$ cat config.mk
export PLATFORM = sky130hd
export DESIGN_NAME = ti_sbox_sequencer_flat
export DESIGN_NICKNAME = d
export VERILOG_FILES = /design/src/rtl/ti_sbox_pkg.sv /design/src/rtl/ti_sbox_sequencer_if.sv /design/src/rtl/ti_nibble_shreg.sv /design/src/rtl/ti_sbox_sequencer.sv /design/src/flat_wrapper.sv
export SDC_FILE = /design/constraint.sdc
export NUM_CORES = 1
export LEC_CHECK = 0
export CELL_PAD_IN_SITES_DETAIL_PLACEMENT = 1
export CELL_PAD_IN_SITES_GLOBAL_PLACEMENT = 2
export CORE_MARGIN = 1
export CORE_UTILIZATION = 31
export DETAILED_ROUTE_END_ITERATION = 10
export GPL_ROUTABILITY_DRIVEN = 0
export PLACE_DENSITY_LB_ADDON = 0.1
export REMOVE_ABC_BUFFERS = 1
export SETUP_SLACK_MARGIN = 0.4
export SYNTH_ARGS = -nofsm -noshare
export SYNTH_HDL_FRONTEND = slang
export SYNTH_HIERARCHICAL = 1
export SYNTH_SLANG_ARGS = --single-unit
$ cat constraint.sdc
create_clock -name clk -period 1.7 [get_ports clk]
set_clock_uncertainty 0.2 [all_clocks]
set_input_delay 0.51 -clock clk [delete_from_list [all_inputs] [get_ports clk]]
set_output_delay 0.51 -clock clk [all_outputs]
set_load 0.05 [all_outputs]
$ cat src/rtl/ti_sbox_pkg.sv
// Shared types and helpers for the TI S-box sequencer: FSM encoding and
// nibble addressing within share-packed vectors.
package ti_sbox_pkg;

  localparam int NIBBLE_W  = 4;
  localparam int VEC_MAX_W = 1024;

  typedef enum logic [1:0] {
    IDLE  = 2'd0,
    RUN   = 2'd1,
    DRAIN = 2'd2,
    DONE  = 2'd3
  } fsm_state_t;

  // Nibble 'index' of share 'share' when every share is 'nibbles' nibbles wide.
  function automatic logic [NIBBLE_W-1:0] share_nibble(
    input logic [VEC_MAX_W-1:0] vec,
    input int                   share,
    input int                   index,
    input int                   nibbles = 1
  );
    return vec[(share * nibbles + index) * NIBBLE_W +: NIBBLE_W];
  endfunction

endpackage

$ cat src/rtl/ti_sbox_sequencer_if.sv
// Signal bundle between the round-state logic, the sequencer and the
// external TI S-box component functions.
interface ti_sbox_sequencer_if #(
  parameter int NIBBLES = 16,
  parameter int SHARES  = 3
);
  localparam int STATE_W = SHARES * 4 * NIBBLES;
  localparam int SLICE_W = SHARES * 4;

  // start is a request sampled only while idle; done is a one-cycle pulse,
  // and state_out holds from done until the next accepted start.
  logic               start;
  logic [STATE_W-1:0] state_in;
  logic               busy;
  logic               done;
  logic [STATE_W-1:0] state_out;
  logic [SLICE_W-1:0] sb_a_in;
  logic [SLICE_W-1:0] sb_a_out;
  logic [SLICE_W-1:0] sb_b_in;
  logic [SLICE_W-1:0] sb_b_out;

  modport master (
    output start, state_in, sb_a_out, sb_b_out,
    input  busy, done, state_out, sb_a_in, sb_b_in
  );

  modport slave (
    input  start, state_in, sb_a_out, sb_b_out,
    output busy, done, state_out, sb_a_in, sb_b_in
  );

endinterface

$ cat src/rtl/ti_nibble_shreg.sv
// Nibble-wide right shift register with parallel load and synchronous clear;
// new nibbles enter at the top.
module ti_nibble_shreg #(
  parameter int W = 64
) (
  input  logic         clk,
  input  logic         rst,
  input  logic         clr,
  input  logic         load,
  input  logic [W-1:0] load_d,
  input  logic         shift,
  input  logic [3:0]   shift_in,
  output logic [W-1:0] q
);

  always_ff @(posedge clk) begin
    if (rst || clr) begin
      q <= '0;
    end else if (load) begin
      q <= load_d;
    end else if (shift) begin
      q <= {shift_in, q[W-1:4]};
    end
  end

endmodule

$ cat src/rtl/ti_sbox_sequencer.sv
// Streams a masked state one nibble per cycle through an external two-stage
// TI S-box, keeping the glitch-isolation register between the stages.
module ti_sbox_sequencer
  import ti_sbox_pkg::*;
#(
  parameter int NIBBLES = 16,
  parameter int SHARES  = 3
) (
  input  logic                   clk,
  input  logic                   rst,
  ti_sbox_sequencer_if.slave     bus,
  output fsm_state_t             dbg_state
);

  localparam int SHARE_W = NIBBLE_W * NIBBLES;
  localparam int SLICE_W = NIBBLE_W * SHARES;
  localparam int CNT_W   = $clog2(NIBBLES + 1);

  fsm_state_t         state, state_nx;
  logic [CNT_W-1:0]   cnt, cnt_nx;
  logic [SLICE_W-1:0] mid, mid_nx;
  logic               mid_vld, mid_vld_nx;
  logic               accept;
  logic               shift_en;
  logic               run;
  logic [SLICE_W-1:0] sb_a_nib;
  logic [SHARE_W-1:0] sreg_q [SHARES];
  logic [SHARE_W-1:0] res_q  [SHARES];

  always_ff @(posedge clk) begin
    if (rst) begin
      state   <= IDLE;
      cnt     <= '0;
      mid     <= '0;
      mid_vld <= 1'b0;
    end else begin
      state   <= state_nx;
      cnt     <= cnt_nx;
      mid     <= mid_nx;
      mid_vld <= mid_vld_nx;
    end
  end

  always_comb begin
    state_nx   = state;
    cnt_nx     = cnt;
    mid_nx     = mid;
    mid_vld_nx = mid_vld;
    accept     = 1'b0;
    shift_en   = 1'b0;
    case (state)
      IDLE: begin
        if (bus.start) begin
          accept   = 1'b1;
          cnt_nx   = '0;
          state_nx = RUN;
        end
      end
      RUN: begin
        shift_en   = 1'b1;
        mid_nx     = bus.sb_a_out;
        mid_vld_nx = 1'b1;
        cnt_nx     = cnt + 1'b1;
        if (cnt == CNT_W'(NIBBLES - 1)) state_nx = DRAIN;
      end
      DRAIN: begin
        // The last stage-1 result is consumed this cycle; clear mid so
        // stage 2 sees zeros from DONE onwards.
        mid_vld_nx = 1'b0;
        mid_nx     = '0;
        state_nx   = DONE;
      end
      DONE: begin
        state_nx = IDLE;
      end
      default: begin
        state_nx = IDLE;
      end
    endcase
  end

  for (genvar s = 0; s < SHARES; s++) begin : g_share
    ti_nibble_shreg #(.W(SHARE_W)) u_sreg (
      .clk      (clk),
      .rst      (rst),
      .clr      (1'b0),
      .load     (accept),
      .load_d   (bus.state_in[s*SHARE_W +: SHARE_W]),
      .shift    (shift_en),
      .shift_in (4'h0),
      .q        (sreg_q[s])
    );

    ti_nibble_shreg #(.W(SHARE_W)) u_res (
      .clk      (clk),
      .rst      (rst),
      .clr      (1'b0),
      .load     (1'b0),
      .load_d   ({SHARE_W{1'b0}}),
      .shift    (mid_vld),
      .shift_in (share_nibble(VEC_MAX_W'(bus.sb_b_out), s, 0)),
      .q        (res_q[s])
    );

    assign sb_a_nib[s*NIBBLE_W +: NIBBLE_W]      = sreg_q[s][NIBBLE_W-1:0];
    assign bus.state_out[s*SHARE_W +: SHARE_W]   = res_q[s];
  end

  // Stage-1 inputs are forced to zero unless the registered state is RUN.
  assign run         = (state == RUN);
  assign bus.sb_a_in = run ? sb_a_nib : '0;
  assign bus.sb_b_in = mid;
  assign bus.busy    = (state != IDLE);
  assign bus.done    = (state == DONE);
  assign dbg_state   = state;

endmodule

$ cat src/flat_wrapper.sv
// flat-port wrapper written by rule: the top's interface ports become plain ports
module ti_sbox_sequencer_flat import ti_sbox_pkg::*;
#(
  parameter int NIBBLES = 16,
  parameter int SHARES  = 3
)
  (clk, rst, dbg_state, bus_start, bus_state_in, bus_sb_a_out, bus_sb_b_out, bus_busy, bus_done, bus_state_out, bus_sb_a_in, bus_sb_b_in);
  ti_sbox_sequencer_if #(.NIBBLES(NIBBLES), .SHARES(SHARES)) bus_i ();
  input  logic clk;
  input  logic rst;
  output fsm_state_t dbg_state;
  input wire logic [$bits(bus_i.start)-1:0] bus_start;
  input wire logic [$bits(bus_i.state_in)-1:0] bus_state_in;
  input wire logic [$bits(bus_i.sb_a_out)-1:0] bus_sb_a_out;
  input wire logic [$bits(bus_i.sb_b_out)-1:0] bus_sb_b_out;
  output wire logic [$bits(bus_i.busy)-1:0] bus_busy;
  output wire logic [$bits(bus_i.done)-1:0] bus_done;
  output wire logic [$bits(bus_i.state_out)-1:0] bus_state_out;
  output wire logic [$bits(bus_i.sb_a_in)-1:0] bus_sb_a_in;
  output wire logic [$bits(bus_i.sb_b_in)-1:0] bus_sb_b_in;
  assign bus_i.start = bus_start;
  assign bus_i.state_in = bus_state_in;
  assign bus_i.sb_a_out = bus_sb_a_out;
  assign bus_i.sb_b_out = bus_sb_b_out;
  assign bus_busy = bus_i.busy;
  assign bus_done = bus_i.done;
  assign bus_state_out = bus_i.state_out;
  assign bus_sb_a_in = bus_i.sb_a_in;
  assign bus_sb_b_in = bus_i.sb_b_in;
  ti_sbox_sequencer #(.NIBBLES(NIBBLES), .SHARES(SHARES)) u_core (.clk(clk), .rst(rst), .bus(bus_i), .dbg_state(dbg_state));
endmodule
==> results.tsv, run 1 <==
stage	metric	value	unit
die	# rows	97	
clock_network	CTS sink cnt	404	
final_layout	final std cells w/o fill	3687	
worst_setup_path	WS Path Type	flop to output pin	
grt	gr usage total	18.12	%
worst_setup_path	arrival time at the worst endpoint	1.65	ns
power_and_ir_drop	Pwr Density	1149	nW/um^2
synthesis	cells after synthesis	1824	
run_status	failing checks	negative setup slack	
routing	routed vias	16907	
routing	post-route ant nets	0	
power_and_ir_drop	Cell Int Power	27.36	mW
clock_network	clock slew seen by the registers of the worst setup and hold paths	0.05	ns
worst_setup_path	Crit Path Max Fanout	8	
die	die area	71900	sq um
timing	Hold WS	0.2954	ns
clock_network	Clock Latency Late Sink	0.58	ns
die	Die H	268.1	microns
synthesis	synth warn	6	
placement	PortBufs	438	
power_and_ir_drop	Flop pwr share	28.2	%
worst_setup_path	CP required	0.99	ns
worst_setup_path	slowest CP cell	dfxtp_2	
placement	Setup WS pre-CTS	-0.4434	ns
worst_setup_path	most used cell, CP	buf_12	
power_and_ir_drop	Clock power frac	25.4	%
routing	drt wl/cell	18.48	microns
flow_run	Max Cap Viol	0	
power_and_ir_drop	Leak	18.53	nW
synthesis	synthesized flop and latch total	404	
clock_network	root buf cell	clkbuf_16	
run_status	status	finished, violations left	
timing	Final Hold Vio Count	0	
clock_network	CTS tree	yes	
routing	post-route DRC violation count	0	
final_layout	layout cells sized above 1	45.80	%
power_and_ir_drop	switching share of total power	32.48	%
timing	Tmin final	2.360	ns
synthesis	post-synth top area cell	dfxtp_1	
synthesis	top post-synthesis cells by area	dfxtp_1 37%, mux2_4 25%, o211a_1 18%, nand2b_1 11%, buf_12 3.3%	
timing	RSZ-0062 raised after global routing	true	
timing	setup ws final	-0.6604	ns
final_layout	most frequent cells in the layout	384 x o211a_1, 382 x nand2b_1, 363 x mux2_4, 267 x buf_12, 235 x buf_4	
worst_setup_path	r2r startpoint	u_core/dbg_state[1]	
synthesis	Syn Std Cell Area	21960	sq um
routing	vias per std cell	4.586	
die	Core Area	70030	sq um
grt	global-route wire length before repair	103.0	mm
worst_setup_path	launch point of the critical path	u_core/dbg_state[1]	
final_layout	# nets final	2932	
routing	final WL	68.14	mm
synthesis	syn_area_per_cell	12.04	sq um
timing	Pins Over Slew Limit	0	
die	io pins	439	
grt	initial antenna violation count	15	
final_layout	post-layout util	50.38	%
timing	period utilization	138.8	%
routing	Pre-Repair DR Iteration Count	4	
synthesis	Synth cell types	33	
worst_setup_path	max incr delay on CP	0.32	ns
routing	DR iter-0 viols	669	
synthesis	register area share after synthesis	36.83	%
grt	number of global-route vias before repair	18143	
grt	largest net degree at the start of global routing	119	
die	Die W	268.1	microns
worst_setup_path	crit-path cells	inv_2, ha_4, buf_12, and2_4, buf_12	
final_layout	design area	35280	sq um
worst_hold_path	HP Start	u_core/cnt[0]	
clock_network	Num CTS Buffers	51	
placement	Area after DPL	30490	sq um
worst_hold_path	Hold Crit Class	flop to flop	
die	Initial Util	31.36	%
power_and_ir_drop	Comb power frac	46.3	%
clock_network	CTS Hold Bufs	0	
timing	Setup Viol. Count Final	420	
final_layout	most common cell after layout, fill and taps aside	o211a_1	
clock_network	H-tree levels	2	
placement	Cell Count Post-Placement	3354	
final_layout	antenna cells	0	
synthesis	top cell type's share of synthesized area	36.83	%
timing	Fin Setup TNS	-87.77	ns
final_layout	Layout area overhead	60.66	%
power_and_ir_drop	worst vdd ir	0.0008780	V
grt	Remaining Overflow, GRT	0	
timing	maximum clock frequency	423.6	MHz
power_and_ir_drop	total chip power	40.52	mW
worst_setup_path	CP Launch Type	flop	
clock_network	CTS max path bufs	3	
power_and_ir_drop	Psw	13.16	mW
placement	Final HPWL DP	44.58	mm
worst_setup_path	Crit. End Element	output pin	
-- cell type report --
cell class              instances  area [sq um]
clock buffers                  90          1533
multi-input cells            1463         13510
flip-flops and latches        404          8670
inverters                       5         21.27
fillers                      7224         34750
clock inverters                 3         18.77
repair buffers                782         10350
well taps                     940          1176
-- layer usage --
metal / wire length, microns / GRT usage (%) / part of all wire, % / vias to the layer above
met5: 203 / 0 / 0.30 / -
met4: 1651 / 5.405 / 2.4 / 30
met3: 4176 / 5.324 / 6.1 / 110
met2: 34390 / 32.08 / 50 / 279
met1: 27710 / 20.90 / 41 / 8325
li1: - / - / - / 8163
-- what timing repair did --
item,in CTS,in global routing
endpoints found under the setup margin,624,624
resized for setup,382,68
pin swaps,4,12
cloned,9,13
setup buffers,191,27
hold endpoints to repair,0,0
-- logic make-up (layout without fill, tap and decap cells) --
logic type	after synthesis	after routing	synth area share, %
AND/OR/NAND/NOR	449	450	12.66
AO/OA/AOI/OAI	406	406	18.06
flip-flops	404	404	36.83
multiplexers	385	385	25.89
buffers and inverters	173	880	6.205
adder cells (fa/ha/maj)	6	6	0.3419
other	1	216	0.01708
-- state kept, by name, summed over array words and instances (netlist names) --
name                     count
u_core/dbg_state             2
u_core/g_share.u_sreg/q    192
u_core/g_share.u_res/q     192
u_core/bus.sb_b_in          12
u_core/cnt                   5
u_core/mid_vld               1
-- cells in the mapped netlist --
cell type / instances
mux2_4: 360
clkbuf_1: 69
and3_1: 1
o21ai_1: 1
dfxtp_1: 404
o21ai_0: 1
mux2i_1: 1
buf_4: 1
mux2_2: 24
ha_1: 6
buf_6: 6
a211oi_1: 1
nand2_1: 2
inv_1: 5
buf_2: 55
a32oi_1: 2
and2_2: 1
conb_1: 1
nor3_1: 2
and2_1: 12
buf_12: 36
a31oi_1: 1
nand2b_1: 388
nand3b_1: 3
nand3_1: 3
nor2_2: 6
nor2_1: 14
nor2b_1: 15
a21oi_1: 16
or4b_1: 1
nor2b_4: 1
o211a_1: 384
clkbuf_8: 1
-- power groups by stage --
stage | Combinational [mW] | Sequential [mW] | Clock (mW)
floorplan | 4.96 | 12.0 | 0
global placement | 15.0 | 11.7 | 0
detailed placement | 15.3 | 11.7 | 0
CTS | 17.5 | 11.4 | 10.7
global route | 19.9 | 11.6 | 11.1
finish | 18.8 | 11.4 | 10.3
-- worst paths after layout --
check | slack, ns | endpoint | depth (start not counted)
worst min-delay path | 0.30 | u_core/cnt[0] | 2
worst max-delay path | -0.66 | bus_sb_a_in[7] | 5
worst max register to register | -0.44 | u_core/g_share[1].u_sreg/q[11] | 9
worst min register to register | 0.30 | u_core/cnt[0] | 2
-- worst max-delay path: cells and delay by family, from the launching register on --
family | cells | cell delay, ns
adders and majority gates | 1 | 0.23
buffers and inverters | 3 | 0.35
DFF | 1 | 0.32
and+or+nand+nor | 1 | 0.15
Note: power is estimated with default switching activity, not from simulation.
==> run 2, diff against run 1 <==
--- a/config.mk
+++ b/config.mk
@@ -8,12 +8,13 @@
 export CELL_PAD_IN_SITES_DETAIL_PLACEMENT = 1
 export CELL_PAD_IN_SITES_GLOBAL_PLACEMENT = 2
 export CORE_MARGIN = 1
-export CORE_UTILIZATION = 31
+export CORE_UTILIZATION = 35
 export DETAILED_ROUTE_END_ITERATION = 10
 export GPL_ROUTABILITY_DRIVEN = 0
 export PLACE_DENSITY_LB_ADDON = 0.1
 export REMOVE_ABC_BUFFERS = 1
 export SETUP_SLACK_MARGIN = 0.4
+export SKIP_LAST_GASP = 1
 export SYNTH_ARGS = -nofsm -noshare
 export SYNTH_HDL_FRONTEND = slang
 export SYNTH_HIERARCHICAL = 1
==> constraint.sdc (replaced) <==
create_clock -name clk -period 2.3 [get_ports clk]
set_clock_uncertainty 0.2 [all_clocks]
set_input_delay 0.69 -clock clk [delete_from_list [all_inputs] [get_ports clk]]
set_output_delay 0.69 -clock clk [all_outputs]
set_load 0.05 [all_outputs]
==> run 2 against run 1 <==
The flow still finishes with violations (negative setup slack); critical path depth grew 1; design area decreased by 7.2%; global-route usage up 1.6 points; sequential share of layout area grew 1.1 points; worst hold slack improved by 0.0034 ns; clock power is 24% lower; total power is 29% lower; combinational power is 34% lower; die area shrank 11%; wire length is 2.8% lower; critical endpoint is now bus_sb_a_in[6].
==> results.tsv, run 2 (synthesis results as in run 1) <==
stage	metric	value	unit	change
grt	Remaining Overflow, GRT	0		unchanged
die	Initial Util	35.52	%	+4.2 points
worst_setup_path	CP Launch Type	flop		
final_layout	layout cells sized above 1	43.01	%	-2.8 points
grt	number of global-route vias before repair	17612		-2.9%
final_layout	Multi-input gate area	13430	sq um	-0.56%
placement	Cell Count Post-Placement	3224		-3.9%
final_layout	most common cell after layout, fill and taps aside	nand2b_1		
routing	DR iter-0 viols	630		-5.8%
final_layout	design area	32750	sq um	-7.2%
timing	Pins Over Slew Limit	0		unchanged
final_layout	Filler Cell Count	6399		-11%
grt	largest net degree at the start of global routing	119		unchanged
timing	RSZ-0062 raised after global routing	true		
clock_network	root buf cell	clkbuf_16		
worst_setup_path	WS Path Type	flop to output pin		
worst_setup_path	arrival time at the worst endpoint	1.69	ns	+0.04 ns
run_status	failing checks	negative setup slack		
worst_setup_path	CP required	1.41	ns	+0.42 ns
final_layout	Layout area overhead	49.16	%	
final_layout	most frequent cells in the layout	388 x nand2b_1, 384 x o211a_1, 363 x mux2_4, 220 x dfxtp_1, 217 x clkdlybuf4s50_1		
power_and_ir_drop	Leak	17.66	nW	-4.7%
clock_network	Clock Latency Late Sink	0.58	ns	about the same
die	die area	63740	sq um	-11%
routing	Pre-Repair DR Iteration Count	6		+2
grt	global-route wire length before repair	99.71	mm	-3.2%
timing	period utilization	112.3	%	
die	Die H	252.5	microns	-5.8%
run_status	status	finished, violations left		
timing	Final Hold Vio Count	0		unchanged
routing	final WL	66.21	mm	-2.8%
worst_hold_path	Hold Crit Class	flop to flop		
placement	PortBufs	438		unchanged
clock_network	CTS tree	yes		
final_layout	# nets final	2837		-3.2%
clock_network	Num CTS Buffers	50		-2.0%
clock_network	CTS Hold Bufs	0		unchanged
final_layout	final std cells w/o fill	3486		-5.5%
routing	post-route ant nets	0		unchanged
grt	gr usage total	19.71	%	+1.6 points
routing	vias per std cell	4.725		+3.0%
placement	Area after DPL	27470	sq um	-9.9%
timing	setup ws final	-0.2826	ns	+0.3779 ns
worst_setup_path	Crit Path Max Fanout	4		-4
power_and_ir_drop	total chip power	28.69	mW	-29%
worst_setup_path	flop-to-flop setup slack	-0.03	ns	+0.41 ns
timing	Tmin final	2.583	ns	
clock_network	H-tree levels	2		unchanged
die	io pins	439		unchanged
grt	initial antenna violation count	9		-6
power_and_ir_drop	worst vdd ir	0.0006681	V	-24%
clock_network	CTS max path bufs	3		unchanged
die	# rows	91		-6.2%
worst_setup_path	Crit. End Element	output pin		
placement	Final HPWL DP	42.99	mm	-3.6%
timing	maximum clock frequency	387.2	MHz	
routing	post-route DRC violation count	0		unchanged
routing	routed vias	16472		-2.6%
final_layout	Seq. cell area	8423	sq um	-2.8%
clock_network	CTS sink cnt	404		unchanged
power_and_ir_drop	Pwr Density	876.1	nW/um^2	-24%
die	Core Area	61830	sq um	-12%
timing	Setup Viol. Count Final	27		-94%
die	Die W	252.5	microns	-5.8%
flow_run	Max Cap Viol	0		unchanged
clock_network	clock slew seen by the registers of the worst setup and hold paths	0.06	ns	about the same
routing	drt wl/cell	18.99	microns	+2.8%
## run 2: cell count changes in the layout (fill, tap and decap cells not counted), moves of 14 or more
cell | previous run | this run
buf_12 | 267 | 55
buf_8 | 11 | 181
dfxtp_4 | 129 | 42
dfxtp_2 | 78 | 142
buf_4 | 235 | 198
dfxtp_1 | 197 | 220
buf_6 | 31 | 17
## run 2: what timing repair did
item / CTS / global route
cloned: 6 / 11
setup endpoints to repair: 424 / 415
buffers inserted: 122 / 34
gates resized for setup: 433 / 239
endpoints found under the hold margin: 0 / 0
pin swaps: 2 / 3
## run 2: area by class of cell
cell class | instances | area share, %
Multi-Input combinational cell | 1462 | 41.01
Sequential cell | 404 | 25.72
Timing Repair Buffer | 689 | 25.06
Clock buffer | 78 | 4.611
Tap cell | 837 | 3.197
Clock inverter | 10 | 0.3171
Inverter | 5 | 0.07258
Antenna cell | 1 | 0.007640
## run 2: metrics by stage
| step | worst slack [ns] | util (%) | hold slack, ns | setup TNS, ns |
|---|---|---|---|---|
| 2_1_floorplan | -7.631 | - | 0.2519 | -2580.11 |
| 3_3_place_gp | -0.03042 | 44.43 | 0.2691 | -0.04136 |
| 3_5_place_dp | -0.03662 | 44.43 | 0.2873 | -0.1322 |
| 4_1_cts | -0.3370 | 50.93 | 0.2720 | -4.226 |
| 5_1_grt | -0.3424 | 52.97 | 0.3013 | -5.812 |
| 6_report | -0.2826 | 52.98 | 0.2989 | -3.602 |
## run 2: report_power, final
group,switching (mW),total [mW],internal (mW)
registers,0.586,8.43,7.84
clock network,3.11,7.81,4.70
logic,5.75,12.5,6.71
total,9.45,28.7,19.2
## run 2: worst paths after layout
| path | from | to | depth (start not counted) |
|---|---|---|---|
| setup / recovery | u_core/dbg_state[1] | bus_sb_a_in[6] | 6 |
| hold / removal | u_core/cnt[0] | u_core/cnt[0] | 2 |
| setup reg to reg | u_core/dbg_state[1] | u_core/g_share[1].u_sreg/q[32] | 11 |
| hold reg to reg | u_core/cnt[0] | u_core/cnt[0] | 2 |
## run 2: layer usage
layer	global-route usage [%]	share of wire (%)
met1	23.12	42
met2	34.60	50
met3	5.304	5.7
met4	6.286	2.4
met5	0	0.14
## run 2: worst max-delay path, stage by stage (launching register included)
cell     delay (ns)
dfxtp_2        0.35
inv_4          0.04
ha_4           0.18
buf_12         0.14
buf_12         0.12
and2_4         0.14
buf_12         0.14
